## config.mk

```make
export PLATFORM = sky130hd
export DESIGN_NAME = disp_scan
export DESIGN_NICKNAME = d
export VERILOG_FILES = /design/src/rtl/disp_scan.sv
export SDC_FILE = /design/constraint.sdc
export NUM_CORES = 1
export LEC_CHECK = 0
export ABC_AREA = 1
export BUFFER_PORTS_ARGS = -buffer_cell sky130_fd_sc_hd__buf_2
export CAP_MARGIN = 0
export CORE_ASPECT_RATIO = 1.75
export CORE_UTILIZATION = 25
export CTS_CLUSTER_DIAMETER = 40
export DETAILED_ROUTE_END_ITERATION = 8
export HOLD_SLACK_MARGIN = 0.15
export PLACE_DENSITY_LB_ADDON = 0.15
export RECOVER_POWER = 25
export SYNTH_ARGS = -nofsm -noshare
export SYNTH_HDL_FRONTEND = slang
export SYNTH_SLANG_ARGS = --single-unit
```

## constraint.sdc

```tcl
create_clock -name clk -period 1.8 [get_ports clk]
set_clock_uncertainty 0.05 [all_clocks]
set_input_delay 0.36 -clock clk [delete_from_list [all_inputs] [get_ports clk]]
set_output_delay 0.36 -clock clk [all_outputs]
set_load 0.005 [all_outputs]
```

## src/rtl/disp_scan.sv

```systemverilog
// disp_scan: VGA raster timing, display-memory addressing and aligned symbol capture for a text screen.
// Build option DISP_SCAN_CURSOR_EN adds a blinking underline cursor at (cur_x, cur_y).
module disp_scan #(
    parameter int H_ACTIVE     = 640,
    parameter int H_FP         = 16,
    parameter int H_SYNC       = 96,
    parameter int H_BP         = 48,
    parameter int V_ACTIVE     = 480,
    parameter int V_FP         = 10,
    parameter int V_SYNC       = 2,
    parameter int V_BP         = 33,
    parameter int SYM_W        = 8,
    parameter int SYM_H        = 16,
    parameter int COLS         = 80,
    parameter int BLINK_FRAMES = 30
) (
    input  logic                     clk,
    input  logic                     resetn,
    output logic [6:0]               disp_x,
    output logic [13:0]              disp_y,
    input  logic [7:0]               ascii,
    output logic [7:0]               ascii_q,
    output logic [$clog2(SYM_W)-1:0] glyph_col,
    output logic [$clog2(SYM_H)-1:0] glyph_row,
    output logic                     de,
    output logic                     hsync,
    output logic                     vsync,
    output logic                     frame_start,
    input  logic [6:0]               cur_x,
    input  logic [4:0]               cur_y
);

    localparam int H_TOTAL = H_ACTIVE + H_FP + H_SYNC + H_BP;
    localparam int V_TOTAL = V_ACTIVE + V_FP + V_SYNC + V_BP;
    localparam int HC_W    = $clog2(H_TOTAL);
    localparam int VC_W    = $clog2(V_TOTAL);
    localparam int GC_W    = $clog2(SYM_W);
    localparam int GR_W    = $clog2(SYM_H);

    localparam logic [HC_W-1:0] H_LAST_C   = HC_W'(H_TOTAL - 1);
    localparam logic [HC_W-1:0] H_ACT_C    = HC_W'(H_ACTIVE);
    localparam logic [HC_W-1:0] H_SS_C     = HC_W'(H_ACTIVE + H_FP);
    localparam logic [HC_W-1:0] H_SE_C     = HC_W'(H_ACTIVE + H_FP + H_SYNC);
    localparam logic [VC_W-1:0] V_LAST_C   = VC_W'(V_TOTAL - 1);
    localparam logic [VC_W-1:0] V_ACT_C    = VC_W'(V_ACTIVE);
    localparam logic [VC_W-1:0] V_SS_C     = VC_W'(V_ACTIVE + V_FP);
    localparam logic [VC_W-1:0] V_SE_C     = VC_W'(V_ACTIVE + V_FP + V_SYNC);
    localparam logic [GR_W-1:0] ROW_LAST_C = GR_W'(SYM_H - 1);
    localparam logic [13:0]     COLS_C     = 14'(COLS);

    logic [HC_W-1:0] h_cnt_q, h_cnt_d;
    logic [VC_W-1:0] v_cnt_q, v_cnt_d;
    logic [13:0]     row_base_q, row_base_d;
    logic            h_wrap_s, v_wrap_s, active_s;

    logic [6:0]      disp_x_q, disp_x_d;
    logic [13:0]     disp_y_q, disp_y_d;
    logic [GC_W-1:0] s0_col_q, s0_col_d;
    logic [GR_W-1:0] s0_row_q, s0_row_d;
    logic            s0_de_q, s0_de_d;
    logic            s0_hs_q, s0_hs_d;
    logic            s0_vs_q, s0_vs_d;
    logic            s0_fs_q, s0_fs_d;

    logic [7:0]      s1_ascii_q, s1_ascii_d;
    logic [GC_W-1:0] s1_col_q, s1_col_d;
    logic [GR_W-1:0] s1_row_q, s1_row_d;
    logic            s1_de_q, s1_de_d;
    logic            s1_hs_q, s1_hs_d;
    logic            s1_vs_q, s1_vs_d;
    logic            s1_fs_q, s1_fs_d;

`ifdef DISP_SCAN_CURSOR_EN
    localparam int              BF_W       = $clog2(BLINK_FRAMES + 1);
    localparam logic [BF_W-1:0] BF_LAST_C  = BF_W'(BLINK_FRAMES - 1);
    localparam logic [GR_W-1:0] ROW_UL_C   = GR_W'(SYM_H - 2);

    logic [BF_W-1:0] blink_cnt_q, blink_cnt_d;
    logic            blink_on_q, blink_on_d;
    logic [4:0]      s0_srow_q, s0_srow_d;
    logic            cur_hit_s;

    // Blink half-period counter and stage-1 cursor hit detection
    always_comb begin
        blink_cnt_d = blink_cnt_q;
        blink_on_d  = blink_on_q;
        if (h_wrap_s && v_wrap_s) begin
            if (blink_cnt_q == BF_LAST_C) begin
                blink_cnt_d = '0;
                blink_on_d  = ~blink_on_q;
            end else begin
                blink_cnt_d = blink_cnt_q + BF_W'(1);
            end
        end else begin
            blink_cnt_d = blink_cnt_q;
        end
        s0_srow_d = 5'(v_cnt_q >> GR_W);
        cur_hit_s = blink_on_q && s0_de_q && (disp_x_q == cur_x) &&
                    (s0_srow_q == cur_y) && (s0_row_q >= ROW_UL_C);
    end

    // Cursor state registers; blink starts in the visible phase
    always_ff @(posedge clk or negedge resetn) begin
        if (!resetn) begin
            blink_cnt_q <= '0;
            blink_on_q  <= 1'b1;
            s0_srow_q   <= 5'd0;
        end else begin
            blink_cnt_q <= blink_cnt_d;
            blink_on_q  <= blink_on_d;
            s0_srow_q   <= s0_srow_d;
        end
    end
`else
    logic unused_cursor_s;
    assign unused_cursor_s = ^{cur_x, cur_y, (BLINK_FRAMES > 0)};
`endif

    // Raster counters, incremental row offset and both pipeline stages
    always_comb begin
        h_wrap_s = (h_cnt_q == H_LAST_C);
        v_wrap_s = (v_cnt_q == V_LAST_C);
        active_s = (h_cnt_q < H_ACT_C) && (v_cnt_q < V_ACT_C);

        if (h_wrap_s) begin
            h_cnt_d = '0;
            if (v_wrap_s) begin
                v_cnt_d = '0;
            end else begin
                v_cnt_d = v_cnt_q + VC_W'(1);
            end
        end else begin
            h_cnt_d = h_cnt_q + HC_W'(1);
            v_cnt_d = v_cnt_q;
        end

        // Frame wrap must win over the per-row add on the very last line
        if (h_wrap_s && v_wrap_s) begin
            row_base_d = 14'd0;
        end else if (h_wrap_s && (v_cnt_q[GR_W-1:0] == ROW_LAST_C)) begin
            row_base_d = row_base_q + COLS_C;
        end else begin
            row_base_d = row_base_q;
        end

        if (active_s) begin
            disp_x_d = 7'(h_cnt_q >> GC_W);
            disp_y_d = row_base_q;
        end else begin
            disp_x_d = 7'd0;
            disp_y_d = 14'd0;
        end
        s0_col_d = h_cnt_q[GC_W-1:0];
        s0_row_d = v_cnt_q[GR_W-1:0];
        s0_de_d  = active_s;
        s0_hs_d  = !((h_cnt_q >= H_SS_C) && (h_cnt_q < H_SE_C));
        s0_vs_d  = !((v_cnt_q >= V_SS_C) && (v_cnt_q < V_SE_C));
        s0_fs_d  = (h_cnt_q == '0) && (v_cnt_q == '0);

`ifdef DISP_SCAN_CURSOR_EN
        if (cur_hit_s) begin
            s1_ascii_d = 8'hDB;
        end else if (s0_de_q) begin
            s1_ascii_d = ascii;
        end else begin
            s1_ascii_d = 8'h00;
        end
`else
        if (s0_de_q) begin
            s1_ascii_d = ascii;
        end else begin
            s1_ascii_d = 8'h00;
        end
`endif
        s1_col_d = s0_col_q;
        s1_row_d = s0_row_q;
        s1_de_d  = s0_de_q;
        s1_hs_d  = s0_hs_q;
        s1_vs_d  = s0_vs_q;
        s1_fs_d  = s0_fs_q;
    end

    // State and pipeline registers; syncs idle high
    always_ff @(posedge clk or negedge resetn) begin
        if (!resetn) begin
            h_cnt_q    <= '0;
            v_cnt_q    <= '0;
            row_base_q <= 14'd0;
            disp_x_q   <= 7'd0;
            disp_y_q   <= 14'd0;
            s0_col_q   <= '0;
            s0_row_q   <= '0;
            s0_de_q    <= 1'b0;
            s0_hs_q    <= 1'b1;
            s0_vs_q    <= 1'b1;
            s0_fs_q    <= 1'b0;
            s1_ascii_q <= 8'h00;
            s1_col_q   <= '0;
            s1_row_q   <= '0;
            s1_de_q    <= 1'b0;
            s1_hs_q    <= 1'b1;
            s1_vs_q    <= 1'b1;
            s1_fs_q    <= 1'b0;
        end else begin
            h_cnt_q    <= h_cnt_d;
            v_cnt_q    <= v_cnt_d;
            row_base_q <= row_base_d;
            disp_x_q   <= disp_x_d;
            disp_y_q   <= disp_y_d;
            s0_col_q   <= s0_col_d;
            s0_row_q   <= s0_row_d;
            s0_de_q    <= s0_de_d;
            s0_hs_q    <= s0_hs_d;
            s0_vs_q    <= s0_vs_d;
            s0_fs_q    <= s0_fs_d;
            s1_ascii_q <= s1_ascii_d;
            s1_col_q   <= s1_col_d;
            s1_row_q   <= s1_row_d;
            s1_de_q    <= s1_de_d;
            s1_hs_q    <= s1_hs_d;
            s1_vs_q    <= s1_vs_d;
            s1_fs_q    <= s1_fs_d;
        end
    end

    assign disp_x      = disp_x_q;
    assign disp_y      = disp_y_q;
    assign ascii_q     = s1_ascii_q;
    assign glyph_col   = s1_col_q;
    assign glyph_row   = s1_row_q;
    assign de          = s1_de_q;
    assign hsync       = s1_hs_q;
    assign vsync       = s1_vs_q;
    assign frame_start = s1_fs_q;

endmodule

```

==> out/qor.txt <==
Via density - 4.15
Worst R2R End - row_base_q[13]
I/O pins - 62
via count - 2504
crit-path cells - inv_1 > ha_1 > nand3_1 > nor3_4 > nand2_4 > nand3_1 > nand2_2
WHS Endpoint - ascii_q[4]
CP top delay family - simple AND/OR/NAND/NOR gates
reg2reg start - v_cnt_q[0]
initial core utilization - 25.8%
post-synth top area cell - dfrtp_1
CTS tree - built
first-pass GRT wire length - 12600 um
Seq/Total Area, Yosys - 57.2%
Slew HR - 59.3%
setup violators final - 0
Clk Latency, worst-skew pair - 0.33 ns
Total GRT Usage - 11.7%
CP max-delay cell - dfrtp_1
Pins Over Slew Limit - 0
ratio of final minimum period to clock period - 89.6%
detailed-route wire length - 7510 um
hold_sp - ascii[4]
synthesized area - 3380 um^2
outcome - finished, final reports clean
Reg clk slew, reported paths - 0.06 ns
FF-to-FF setup slack - 0.19 ns
WP data required - 1.98 ns
DR iter-0 viols - 83
Final min period - 1.61 ns
filler cell count - 1417
CTS root buf - clkbuf_16
reg2reg path depth - 7
FP Rows - 55
Die X - 89.9 um
Cell variety after synth - 33
Max-cap violations - 0
crit path launch type - register
area of the multi-input gates - 1170 um^2
Die ar. - 14000 um^2
Max VDD drop - 0.367 mV
crit path buf inv count - 1
crit path kind - reg -> reg
RSZ-0062 raised after global routing - no
top cells by area, synth - dfrtp_1 (54%), nand2_1 (7.4%), inv_1 (5.8%)
# clock sinks - 77
Reg area - 1930 um^2
H-tree lvl count - 3
Core Box Area - 13100 um^2
I/O Buffers - 45
DRC - 0
vias in the first global route - 2538
antenna violations before repair - 0
critical path peak fanout - 18
Crit path top cell by count - nand3_1
share of the synthesized area in the top cell type - 54.1%
GP Congestion - 0.797
diode count - 0
Crit path largest cell delay - 0.42 ns
layout cells sized above 1 - 24.5%
post-route setup TNS - 0 ns
pwr/cell area - 882 nW/um^2
Seq cells post-synth - 77
die height - 156 um
WL per Instance - 12.4 um
Ys Warns - 0
antenna-violating nets left - 0
Final nets - 454
DP HPWL - 5540 um
WHS Path Cells - 3
DRT Pass-1 Iters - 4
worst hold slack - 0.163 ns
largest net degree at the start of global routing - 38
critical path arrival - 1.79 ns
global route overflow - 0
FMAX - 0.620 GHz
worst slew pin tran - 0.611 ns
LEAKAGE - 2.17 nW
Max Root-Sink Buffers - 2
Synth Instances - 362
mean post-synth cell area - 9.33 um^2
Worst Hold Class - in -> reg
Crit. Startpoint - v_cnt_q[0]
endpoint type of the worst setup path - register
CTS buffer count - 9
area grow syn2layout - 24.7%
final hold violation count - 0
[per-layer routing]
layer	up-vias	part of all wire [%]	GRT usage (%)	wire length, um
met3	10	2.8	2.39	208
li1	1261	-	-	-
met4	0	2.1	5.61	160
met5	-	0	0	0
met1	1192	39	12.1	2960
met2	41	56	22.4	4180
[worst reg2reg max path, cell delays in order, from the launching register on]
cell and delay, ns:
dfrtp_1 0.42, inv_1 0.11, ha_1 0.18, nand3_1 0.15, nor3_4 0.23, nand2_4 0.19, nand3_1 0.14, nand2_2 0.05
[registers in the layout (all words and copies together), names as in the netlist]
signal	count
ascii_q	8
de	1
disp_x	7
disp_y	10
frame_start	1
glyph_col	3
glyph_row	4
h_cnt_q	10
hsync	1
row_base_q	10
s0_col_q	3
s0_de_q	1
s0_fs_q	1
s0_hs_q	1
s0_row_q	4
s0_vs_q	1
v_cnt_q	10
vsync	1
[Yosys cell counts]
library cell / number
dfrtp_1: 73
nand2_1: 67
inv_1: 52
nor2_1: 50
nand3_1: 32
nand3_2: 11
nand4_1: 11
o21ai_0: 9
nor3_1: 7
xor2_1: 6
buf_4: 5
ha_1: 5
nand2_2: 5
dfstp_2: 4
inv_2: 4
buf_6: 2
nand4_2: 2
nor2_4: 2
a211o_1: 1
a21oi_1: 1
buf_2: 1
clkbuf_1: 1
clkinv_2: 1
conb_1: 1
inv_6: 1
nand2_4: 1
nand3_4: 1
nor2_2: 1
nor3_2: 1
nor3_4: 1
nor4_1: 1
o211ai_1: 1
xnor2_1: 1
[cell usage in the layout, fill, tap and decap left out, drive strengths merged]
master,netlist,layout
xor2,6,6
ha,5,5
a211o,1,1
nand4,13,13
o211ai,1,1
clkbuf,1,14
dfstp,4,4
xnor2,1,1
a21oi,1,1
nor2,53,53
clkinv,1,3
nand3,44,44
nor3,9,9
conb,1,4
bufinv,0,1
nand2,73,73
o21ai,9,9
inv,57,60
dlygate4sd3,0,3
nor4,1,1
buf,8,53
dfrtp,73,73
[area by class of cell]
class                           instances  area share, %
Multi-Input combinational cell        221           27.7
Sequential cell                        77           45.8
Tap cell                              171           5.08
Clock buffer                           10           5.67
Inverter                               58           5.31
Clock inverter                          6           1.87
Timing Repair Buffer                   60           8.52
[worst max-delay path by stage]
stage | slack, ns | end | cells past startpoint
2_1_floorplan | 0.31 | row_base_q[13] | 9
3_3_place_gp | 0.18 | row_base_q[13] | 7
3_5_place_dp | 0.15 | v_cnt_q[5] | 8
4_1_cts | 0.13 | v_cnt_q[5] | 8
5_1_grt | 0.05 | v_cnt_q[5] | 8
6_report | 0.19 | row_base_q[13] | 7
[where the power goes]
| group | internal (mW) | leakage [nW] | switching, mW |
|---|---|---|---|
| sequential | 1.74 | 0.995 | 0.00206 |
| clock | 1.14 | 0.157 | 0.758 |
| combinational | 0.0259 | 1.02 | 0.0483 |
| total | 2.91 | 2.17 | 0.808 |
[repair_timing]
item | CTS | global route
resized for setup | 0 | 1
buffers inserted | 0 | 0
setup endpoints to repair | 0 | 1
hold buffers | 3 | 0
hold endpoints to repair | 24 | 0
[cells by family after synthesis]
group	Yosys count	share of synthesized area (%)
AO/OA/AOI/OAI	12	1.96
XOR/XNOR	7	1.81
adder cells (fa/ha/maj)	5	1.85
buffers and inverters	67	8.67
flip-flops	77	57.2
other	1	0.111
AND/OR/NAND/NOR	193	28.4
[per-stage QoR]
stage / area (um^2) / std cells / power [mW] / setup WS (ns) / util, %
after floorplan: 3390 / 365 / 1.79 / 0.310 / -
after global placement: 3880 / 584 / 1.85 / 0.177 / 29.7
after detailed placement: 3880 / 584 / 1.85 / 0.152 / 29.7
after CTS: 4230 / 603 / 3.79 / 0.132 / 32.3
after global routing: 4210 / 603 / 3.87 / 0.0521 / 32.2
final: 4210 / 603 / 3.71 / 0.187 / 32.2
(Power assumes the default switching activity.)
